[src/rtl/store_buffer.sv]
// In-order store buffer: queues byte-masked word stores ahead of memory and
// flags loads that hit a pending store word. No input-to-output bypass.
module store_buffer #(
    parameter int DEPTH = 4,
    localparam int AW = (DEPTH > 1) ? $clog2(DEPTH) : 1,
    localparam int CW = AW + 1
) (
    input  logic          clk,
    input  logic          rst,
    input  logic          in_valid,
    output logic          in_ready,
    input  logic [31:0]   in_addr,
    input  logic [31:0]   in_data,
    input  logic [3:0]    in_mask,
    output logic          mem_valid,
    input  logic          mem_ready,
    output logic [29:0]   mem_addr,
    output logic [31:0]   mem_data,
    output logic [3:0]    mem_mask,
    input  logic [31:0]   ld_addr,
    output logic          ld_hazard,
    output logic [CW-1:0] count
);

    logic [29:0]      r_addr [DEPTH];
    logic [31:0]      r_data [DEPTH];
    logic [3:0]       r_mask [DEPTH];
    logic [DEPTH-1:0] r_vld;
    logic [AW-1:0]    r_wptr;
    logic [AW-1:0]    r_rptr;
    logic [CW-1:0]    r_count;

    logic             w_full;
    logic             w_push;
    logic             w_pop;
    logic [DEPTH-1:0] w_hit;
    logic             w_unused;

    // Byte offsets play no part in word-granular storage or hazard matching.
    assign w_unused = ^{in_addr[1:0], ld_addr[1:0]};

    assign w_full    = (r_count == CW'(DEPTH));
    assign in_ready  = !w_full && !rst;
    assign mem_valid = !rst && (r_count != '0);
    assign count     = rst ? '0 : r_count;

    // A zero-mask store is handshaken but never occupies an entry.
    assign w_push = in_valid && in_ready && (in_mask != 4'b0000);
    assign w_pop  = mem_valid && mem_ready;

    assign mem_addr = r_addr[r_rptr];
    assign mem_data = r_data[r_rptr];
    assign mem_mask = r_mask[r_rptr];

    for (genvar i = 0; i < DEPTH; i++) begin : g_hit
        assign w_hit[i] = r_vld[i] && (r_addr[i] == ld_addr[31:2]);
    end
    assign ld_hazard = !rst && (|w_hit);

    always_ff @(posedge clk) begin
        if (rst) begin
            r_wptr  <= '0;
            r_rptr  <= '0;
            r_count <= '0;
            r_vld   <= '0;
        end else begin
            if (w_pop) begin
                r_rptr        <= r_rptr + AW'(1);
                r_vld[r_rptr] <= 1'b0;
            end
            if (w_push) begin
                r_wptr        <= r_wptr + AW'(1);
                r_vld[r_wptr] <= 1'b1;
            end
            case ({w_push, w_pop})
                2'b10:   r_count <= r_count + CW'(1);
                2'b01:   r_count <= r_count - CW'(1);
                default: r_count <= r_count;
            endcase
        end
    end

    // Payload storage needs no reset; validity lives in r_vld and r_count.
    always_ff @(posedge clk) begin
        if (w_push) begin
            r_addr[r_wptr] <= in_addr[31:2];
            r_data[r_wptr] <= in_data;
            r_mask[r_wptr] <= in_mask;
        end
    end

endmodule

[config.mk]
export PLATFORM = sky130hd
export DESIGN_NAME = store_buffer
export DESIGN_NICKNAME = d
export VERILOG_FILES = /design/src/rtl/store_buffer.sv
export SDC_FILE = /design/constraint.sdc
export NUM_CORES = 1
export LEC_CHECK = 0
export CAP_MARGIN = 20
export CORE_MARGIN = 8
export CORE_UTILIZATION = 25
export CTS_BUF_LIST = sky130_fd_sc_hd__clkbuf_2 sky130_fd_sc_hd__clkbuf_4 sky130_fd_sc_hd__clkbuf_8
export DETAILED_ROUTE_END_ITERATION = 10
export PLACE_DENSITY = 0.53
export SYNTH_ARGS = -nofsm -noshare
export SYNTH_HDL_FRONTEND = slang
export SYNTH_SLANG_ARGS = --single-unit
[constraint.sdc]
create_clock -name clk -period 2.75 [get_ports clk]
set_input_delay 0.275 -clock clk [delete_from_list [all_inputs] [get_ports clk]]
set_output_delay 0.275 -clock clk [all_outputs]
set_load 0.02 [all_outputs]
# Yosys cells after proc, flatten, opt, wreduce, memory -nomap -nowiden
# Memory sizes are Yosys's and may differ from the RTL's. A register that Yosys moved wholly into a read port is not among the register bits.
# Cells that the tools add are included.
# word_totals
rom_bits,0
out_inout_bits,72
mem_count,3
word_cells,60
latch_bits,0
ramBits,264
ff_bits,11
input_bits,104
# mem_list
name,words,width,read_ports,rd_clocked_by_memory_dff,wr,line,text
r_data,4,32,1,1,1,26,logic [31:0] r_data [DEPTH];
r_addr,4,30,5,1,1,25,logic [29:0] r_addr [DEPTH];
r_mask,4,4,1,1,1,27,logic [3:0] r_mask [DEPTH];
# op_classes
n_div,0
eq_ne,7
n_bitwise,3
n_addsub,4
order_cmp,4
multipliers,0
n_shift,0
n_mux,17
reduce_logical,18
# ops
op,count
== test 30 bit,4
logical AND 1 bit,12
two-way mux 2 bit,6
two-way mux 4 bit,3
less-than comparator 2 x 3 -> 1 bit (second input constant),2
one-hot mux 3 bit (2 select lines),1
adder 2 x 1 -> 2 bit (second input constant),2
AND 4 bit,1
demux 1 bit (select 2 bit),2
greater-or-equal comparator 2 x 1 -> 1 bit (second input constant),2
two-way mux 1 bit,4
inverter 4 bit,1
OR 4 bit,1
nonzero test 4 bit,1
OR reduction 4 bit,1
adder 3 x 1 -> 3 bit (second input constant),1
== test 3 bit (second input constant),1
two-way mux 3 bit,1
nonzero test 3 bit,1
subtractor 3 x 1 -> 3 bit (second input constant),1
== test 2 x 1 -> 1 bit (second input constant),1
== test 2 bit (second input constant),1
zero test 1 bit,2
nonzero test 2 bit,1

# Depth between registers and ports, before layout
# logic_depth
word_depth,10
mapped_depth,11

# Worst setup path before layout
# OpenSTA, ideal clock, no wires.
# synth_timing
path_type,reg2reg
from,register r_count[1]
to,memory r_addr[0][0] (enable)
path_buffers,1
synth_period_minus_slack_ns,2.560
stages_incl_launch_ff,6
required_ns,2.355
t_arrival_ns,2.166
slack_ns,0.190
path_cell_list,dfxtp_1 > inv_1 > a31oi_1 > and3_4 > buf_6 > and2_2
# synth_via
elab_chain_cells,7
# synth_lines
item,line,text
from (decl),31,logic [CW-1:0] r_count;
from (signal assigned),76,2'b10: r_count <= r_count + CW'(1);
from (signal assigned),77,2'b01: r_count <= r_count - CW'(1);
from (signal assigned),78,default: r_count <= r_count;
== test 3 bit,42,assign w_full = (r_count == CW'(DEPTH));
zero test 1 bit,43,assign in_ready = !w_full && !rst;
logical AND 1 bit,43,
via in_ready,11,"output logic in_ready,"
logical AND 1 bit (2 in series),48,assign w_push = in_valid && in_ready && (in_mask != 4'b0000);
two-way mux 1 bit,85,if (w_push) begin
two-way mux 1 bit (implied by the code),86,r_addr[r_wptr] <= in_addr[31:2];
to (decl),25,
# The timed path passes the listed nets, and every way through them passes these cells.

==> results.toml <==
[logic_synthesis]
ys_warn_count = 0
synth_fp_nets = 711
synth_cells = 597
synth_edf_count = 264
synth_area_um2 = 11600
synth-seq-cells = 277
synth.distinct_cells = 29
yosysSeqAreaShare = 0.708
syn-mean-instance-area_um2 = 19.4
synth_ff_type = "edfxtp_1"
postSynth.asyncResetShare = 0

[timing]
clock_skew_ns = 0.0175
fmax_mhz = 370
tightest_slew_ns = 0.445
slew_headroom = 0.701
min_period_ns = 2.70
rsz0062_at_grt = "true"
drv_slew = 0
whs_ns = 0.300
hold_viol = 0
setup_viol = 0
fin_crit_sh = 0.983

[placement]
io_buffer_count = 171
dp_hpwl_um = 23000
dpl_cell_area_um2 = 14500
gp_congestion = 0.858

[floorplanning]
die_h_um = 231
rows = 79
die_area_um2 = 53400
fp.coreArea_um2 = 46100
fp.dieW_um = 231
num_io_pins = 176
initial_core_util = 0.251

[status]
status = "finished clean"

[drt]
dr_total_vias = 6434
finalWirelength_um = 32500
drc_errors = 0
via_per_inst = 4.31
dr.pass1.iters = 5
ant_nets = 0
wl_per_cell_um = 21.7
drt_iter0_markers = 437

[pwr]
p_leak_uw = 0.00506
powerDensity_nw_per_um2 = 621
peakVddDrop_v = 0.000461

[cts]
clock_sinks = 277
path_clk_slew_ns = 0.06
cts_tree = "done"
clockRootBuffer = "clkbuf_8"
htreeDepth = 2
cts_max_path_buffers = 3
clk_latency_ns = 0.61
cts_buffers = 49
cts_hold_buf = 0

[setup_path]
end_kind = "output port"
crit_arrival_ns = 2.43
worst_r2r_path_depth = 8
crit_type = "flop to output port"
critical_path.startpoint_type = "flop"
critPathRequiredTime_ns = 2.48
r2r_slack_ns = 0.69
crit-reg2reg-capture = "r_count[2]$_SDFFE_PP0P_"
cp_max_fo = 2
r2r_start = "r_count[2]$_SDFFE_PP0P_"

[min_path]
min_to = "r_addr[2][27]$_DFFE_PP_"
hold_path_class = "input port to flop"
hold_depth = 1
holdCritStartpoint = "in_addr[29]"

[run]
max-cap-violations = 0

[global_route]
grt_antenna_before_repair = 3
grt_usage = 0.120
grt_first_pass_wirelength_um = 47300
grt_max_degree = 37
grt_overflow = 0
grt_pass1_vias = 6964

[finish]
nNetsFinal = 961
fin_area_um2 = 15500
layout-drive-gt1-share = 0.254
synthToLayoutAreaGrowth_pct = 34.1
## critical path: stages (launching register included)
cell,delay (ns)
edfxtp_1,0.40
xnor2_1,0.26
nand4_1,0.26
nor4_2,0.29
nand4_1,0.15
a41oi_2,0.28
buf_6,0.16
## flip-flops by register name, indices dropped and copies added (netlist names), named ones only
name,cells
r_addr,120
r_rptr,2
r_vld,4
r_mask,16
r_count,3
r_wptr,2
r_data,128
## cells in the final DEF, fill, tap and decap left out, drive strengths merged, types with 2 or more instances in the layout
cell	n
or3	2
and2	4
inv	10
clkinv	18
ha	9
nor2	13
mux4	66
clkbuf	67
nor4	16
dfxtp	13
dlymetal6s2s	8
nor2b	3
nand4	24
buf	61
xnor2	78
dlygate4sd2	46
nand2	4
a21oi	3
clkdlybuf4s50	116
a22oi	4
xor2	46
edfxtp	264
## cells in the mapped netlist, drive strengths merged, types with 2 or more instances
cell type  number  area, um2
edfxtp        264       7930
xnor2          78        683
mux4           66       1490
xor2           46        403
nand4          24        150
clkbuf         17       63.8
nor4           16        100
buf            15       78.8
dfxtp          13        260
nor2           13       48.8
ha              9        113
inv             8       30.0
a22oi           4       50.1
and2            4       30.0
nand2           4       15.0
a21oi           3       15.0
nor2b           3       18.8
or3             2       12.5
## where the power goes
| part | switching, uW | internal, uW | total, uW |
|---|---|---|---|
| Clock | 1690 | 2010 | 3700 |
| Sequential | 49.0 | 4730 | 4780 |
| Combinational | 586 | 566 | 1150 |
| Total | 2320 | 7310 | 9630 |
## final cells by class
class | instances | area (um2)
tap | 607 | 759
sequential | 277 | 8200
clock buffer | 67 | 816
inverter | 8 | 30.0
fill | 4505 | 30600
antenna | 1 | 2.50
timing repair buffer | 231 | 2290
clock inverter | 22 | 128
multi-input combinational | 280 | 3290
## stage by stage
stage,util,setup WS (ns),total power [uW],setup TNS (ns),instances
CTS,0.335,-0.0187,9800,-0.0213,1492
finish,0.337,0.0471,9630,0,1493
detailed placement,0.315,-0.555,6070,-0.706,1403
floorplan,-,0.190,5430,0,597
global route,0.337,-0.0655,10000,-0.0655,1492
global placement,0.315,-0.562,6080,-0.727,1403
## cells by family (layout without fill, tap and decap cells)
| logic type | after synthesis | after routing | synth area share |
|---|---|---|---|
| fa+ha+maj | 10 | 10 | 0.0115 |
| other cells | 0 | 1 | 0 |
| simple gates | 68 | 68 | 0.0341 |
| flops | 277 | 277 | 0.708 |
| compound gates | 11 | 11 | 0.00812 |
| xor+xnor | 124 | 124 | 0.0939 |
| buf+inv | 40 | 328 | 0.0149 |
| mux | 67 | 67 | 0.129 |
## worst max-delay path by stage
stage | cells after the start | start | slack (ns) | to
global route | 6 | r_addr[1][1]$_DFFE_PP_ | -0.07 | ld_hazard
global placement | 8 | ld_addr[3] | -0.56 | ld_hazard
CTS | 6 | r_addr[1][1]$_DFFE_PP_ | -0.02 | ld_hazard
floorplan | 5 | r_count[1]$_SDFFE_PP0P_ | 0.19 | r_addr[0][0]$_DFFE_PP_
detailed placement | 8 | ld_addr[3] | -0.56 | ld_hazard
finish | 6 | r_addr[1][27]$_DFFE_PP_ | 0.05 | ld_hazard
## routing by layer
metal	track usage	share of wire
met5	0	0.00080
met4	0.0406	0.023
met3	0.0456	0.086
met2	0.190	0.47
met1	0.150	0.42
## timing repair
action                                  in CTS  in global routing
resized for setup                           58                 19
buffers inserted                             1                  0
pin swaps                                    6                  5
endpoints found under the setup margin      59                 13
(Power assumes the default switching activity.)
==> edit 1 (config.mk and constraints unchanged) <==
Set the parameter `DEPTH` to 8 (it was 4).
--- a/src/rtl/store_buffer.sv
+++ b/src/rtl/store_buffer.sv
@@ -3,3 +3,3 @@
 module store_buffer #(
-    parameter int DEPTH = 4,
+    parameter int DEPTH = 8,
     localparam int AW = (DEPTH > 1) ? $clog2(DEPTH) : 1,
Interface: changed (resized count); port bits go from 176 to 177. The function was not compared with the original's and may differ.
==> edit 1 against the unedited design <==
The run now ends with negative setup slack left. Area after synthesis is 100% higher. Die area is 95% higher. Combinational power rose by 99%. Routed wire length increased by 130%. Count of clock-buffer cells in the layout is 61 higher. First-iteration DRC count grew to 2.5 times the old value. Worst setup slack lost 180 ps. Global-route usage up 2.2 points. Non-clock buffer count increased by 160. Sequential cell count is 272 higher. Power grew 96%. Final area grew 100%. Sequential power increased by 95%.
==> edit 1: results (changes against the unedited design) <==
run_status:
  status: "finished with violations"  # was completed
  violations: "negative setup slack"
global_routing:
  gr-usage-met1: 0.1769  # was 0.1499
  grt_pass1_wl_mm: 107.1  # was 47.33 mm
  antenna_found_initial: 8  # was 3
  use_met3: 0.03449  # was 0.04560
clocking:
  clk_latency_ps: 700  # was 610 ps
  cts_max_level: 3  # was 2
  numCtsBuffers: 94  # was 49
yosys:
  synth_xor_area_frac: 0.09141  # was 0.09392
  yosysSeqAreaShare: 0.6905  # was 0.7081
  synth_common_cells: "528 x edfxtp_1, 241 x xnor2_1, 132 x mux4_2"  # was 264 x edfxtp_1, 78 x xnor2_1, 66 x mux4_2
  synth_compound_area_frac: 0.008865  # was 0.008115
  syn_inst: 1236  # was 597
  muxShareOfSynthArea: 0.1585  # was 0.1294
  yosys.area_share.adder: 0.002654  # was 0.01147
  synthTopCellsByArea: "edfxtp_1 67%, mux4_2 13%, xnor2_1 9.0%"  # was edfxtp_1 69%, mux4_2 13%, xnor2_1 5.9%
power_and_ir_drop:
  irDropWorstVdd_v: 0.0004193  # was 0.0004610 V
finish:
  nNetsFinal: 1761  # was 961
  instances_no_fill: 2986  # was 1,493
sta:
  fin_ws_ps: -137.9  # was 47.13 ps
  fin_setup_tns_ps: -220.8  # was 0 ps
  setup_viol: 5  # was 0
place:
  dp_hpwl_mm: 50.02  # was 23.03 mm
  portBuffers: 172  # was 171
worst_setup_path:
  worst-r2r-setup-slack_ps: 280  # was 690 ps
detailed_routing:
  firstDrtPassIters: 7  # was 5
  vias_per_cell: 4.497  # was 4.309
[edit 1: changes by cell type after synthesis, moves of 10 or more]
cell | unedited run | this run
edfxtp_1 | 264 | 528
xnor2_1 | 78 | 241
mux2_2 | 0 | 66
mux4_2 | 66 | 132
xor2_1 | 46 | 5
buf_2 | 9 | 44
nand4_1 | 24 | 56
a21oi_1 | 3 | 15
nand3_1 | 0 | 10
[edit 1: worst paths after layout]
check                           cells after the start         start            end
worst max-delay path                                7  r_addr[2][9]      ld_hazard
worst max register to register                      9    r_count[0]     r_count[3]
worst min-delay path                                1   in_data[23]  r_data[3][23]
worst min register to register                      2      r_vld[7]       r_vld[7]
[edit 1: final cells by class]
type / instances / area share
flip-flops and latches: 549 / 0.5174
multi-input cells: 607 / 0.2342
repair buffers: 391 / 0.1382
well taps: 1254 / 0.04985
clock buffers: 128 / 0.04921
clock inverters: 43 / 0.008745
inverters: 9 / 0.002027
diodes: 5 / 0.0003975
[edit 1: report_power, final]
group	leakage, nW	internal, W	switching (W)
clock	0.978	0.00379	0.00343
sequential	4.94	0.00927	0.0000572
combinational	4.10	0.00122	0.00107
total	10.0	0.0143	0.00456
[edit 1: metrics by stage]
stage | hold slack, ps | area [um2]
5_1_grt | 259.8 | 31460
6_report | 300.4 | 31480
4_1_cts | 217.5 | 31300
3_5_place_dp | 508.3 | 28530
2_1_floorplan | 373.9 | 23600
3_3_place_gp | 503.1 | 28530
[edit 1: routing by layer]
| layer | share of wire | vias to the layer above |
|---|---|---|
| li1 | - | 5790 |
| met1 | 0.41 | 7040 |
| met2 | 0.50 | 473 |
| met3 | 0.066 | 121 |
| met4 | 0.027 | 4 |
| met5 | 0.00037 | - |
==> edit 2 (same flow settings) <==
Made on the original files. Reset style: asynchronous (`rst`), changed in one clocked block.
--- a/src/rtl/store_buffer.sv
+++ b/src/rtl/store_buffer.sv
@@ -59,3 +59,3 @@
 
-    always_ff @(posedge clk) begin
+    always_ff @(posedge clk or posedge rst) begin
         if (rst) begin
Behaviour: differs if rst is asserted again (counterexample within 4 cycles, from zero or initial values and one cycle with rst high); with rst held inactive, the same outputs for 4 cycles.
==> edit 2 against the unedited design <==
Final area up 0.48%. Clock skew down 4.2 ps. Global-route usage down 0.057 points. Routed wire length down 0.52%. Core utilization up 0.59 points. Via count down 1.1%. Register-to-register slack worse by 200 ps. Area after synthesis down 0.27%. Worst setup slack worse by 13 ps. Sequential cell count down 2. Critical endpoint unchanged.
Power is not compared: it rests on default switching activity, and its combinational part moved more than twofold at a synthesized area within 25%.
==> edit 2: results (changes against the unedited design) <==
run_status:
  status: "completed"  # unchanged
worst_setup_path:
  rr_worst_depth: 6  # was 8
  setup.worst_path.start: "r_addr[3][13]"  # was r_addr[1][27]
  endpoint: "ld_hazard"  # unchanged
  crit_fanout: 2  # unchanged
  r2r_start: "r_count[1]"  # was r_count[2]
  worst-r2r-setup-slack_ps: 490  # was 690 ps
  cp_slowest_stage_delay_ps: 420  # was 400 ps
  r2r_end: "r_addr[3][13]"  # was r_count[2]
place:
  dp_slack_ps: -522.5  # was -555.4 ps
  post_dp_cell_area_um2: 14440  # was 14,490 um2
  place_congestion: 0.8288  # was 0.8582
  dp_hpwl_mm: 22.53  # was 23.03 mm
  place_inst: 1377  # was 1,403
global_routing:
  antenna_found_initial: 2  # was 3
  first_global_vias: 6935  # was 6,964
  grt_overflow: 0  # unchanged
  grt_use_met2: 0.1889  # was 0.1896
  grt_max_degree: 32  # was 37
  use_met3: 0.04084  # was 0.04560
  track_usage: 0.1194  # was 0.1200
  grt_pass1_wl_mm: 47.12  # was 47.33 mm
  gr-usage-met1: 0.1546  # was 0.1499
detailed_routing:
  firstDrtPassIters: 4  # was 5
  vias: 6365  # was 6,434
  met1_length_mm: 14.05  # was 13.75 mm
  routedWlPerCell_um: 21.83  # was 21.74 um
  drtIter0Drc: 460  # was 437
  route.met2.wl_mm: 15.00  # was 15.15 mm
  routed-wl-met3_mm: 2.549  # was 2.776 mm
yosys:
  avgSynthCellArea_um2: 19.68  # was 19.37 um2
  yosysUniqueCellTypes: 28  # was 29
  async_reset_ff_frac: 0.04000  # was 0
  synth_common_cells: "264 x edfxtp_1, 79 x xnor2_1, 66 x mux4_2"  # was 264 x edfxtp_1, 78 x xnor2_1, 66 x mux4_2
  synthTopCellsByArea: "edfxtp_1 69%, mux4_2 13%, xnor2_1 6.0%"  # was edfxtp_1 69%, mux4_2 13%, xnor2_1 5.9%
  synth_edf_count: 264  # unchanged
  yosysSeqAreaShare: 0.7113  # was 0.7081
  yosys_warnings: 0  # unchanged
  syn-num-nets: 700  # was 711
clocking:
  clkTransAtPathRegs_ps: 60  # about the same
  numCtsBuffers: 50  # was 49
  clk_latency_ps: 590  # was 610 ps
  ctsRootBufferMaster: "clkbuf_8"  # unchanged
finish:
  n_antenna_cell: 0  # was 1
  largestRegisters: "r_data: 128 flops, r_addr: 120 flops, r_mask: 16 flops"  # unchanged
  nNetsFinal: 957  # was 961
  drive_gt1_frac: 0.2639  # was 0.2542
  instances_no_fill: 1479  # was 1,493
power_and_ir_drop:
  p_leak_nw: 5.275
min_path:
  hold_path.class: "primary input to flip-flop"  # unchanged
  hold_depth: 1  # unchanged
sta:
  fmax_ghz: 0.3683  # was 0.3700 GHz
  worst_pin_slew_ps: 487.3  # was 444.8 ps
  finalClockSkew_ps: 13.36  # was 17.52 ps
==> edit 2: cells by family (layout without fill, tap and decap cells) <==
kind of cell,after synthesis,count (layout),share of synthesized area
and+or+nand+nor,58,58,0.03092
buffers and inverters,43,336,0.01682
xor gates and xnor gates,125,125,0.09493
adders and majority gates,10,10,0.01150
muxes,67,67,0.1298
AOI/OAI and AO/OA,8,8,0.004774
DFF,275,275,0.7113
==> edit 2: power by group <==
part           total, W  internal, W  switching, W
clock           0.00393      0.00224       0.00169
sequential      0.00536      0.00511      0.000248
combinational   0.00494      0.00235       0.00258
total            0.0142      0.00970       0.00452
==> edit 2: layout make-up <==
class | count | area (um2)
clock inverter | 16 | 123.9
inverter | 9 | 33.78
sequential | 275 | 8210
timing repair buffer | 239 | 2376
clock buffer | 72 | 884.6
fill | 4450 | 29890
tap | 600 | 750.7
multi-input combinational | 268 | 3206
==> edit 2: how the worst min path moves through the flow <==
| stage | startpoint | end | slack, ps |
|---|---|---|---|
| floorplan | rst | r_count[0] | 130 |
| global placement | r_count[2] | r_count[2] | 500 |
| detailed placement | r_count[2] | r_count[2] | 500 |
| CTS | in_data[3] | r_data[0][3] | 240 |
| global route | in_data[4] | r_data[0][4] | 260 |
| finish | in_data[27] | r_data[1][27] | 320 |
==> edit 2: critical path: cells and delay by family, from the launching register on <==
family | cells | cell delay, ps
flip-flops | 1 | 420
AND/OR/NAND/NOR | 3 | 670
AO/OA/AOI/OAI | 1 | 250
buffers and inverters | 2 | 330
XOR/XNOR | 1 | 190
==> edit 2: repair_timing <==
action,CTS,global route
gates cloned,1,0
setup buffers,3,10
endpoints found under the hold margin,0,0
gates resized for setup,68,12
pin swaps,2,5
endpoints found under the setup margin,67,13
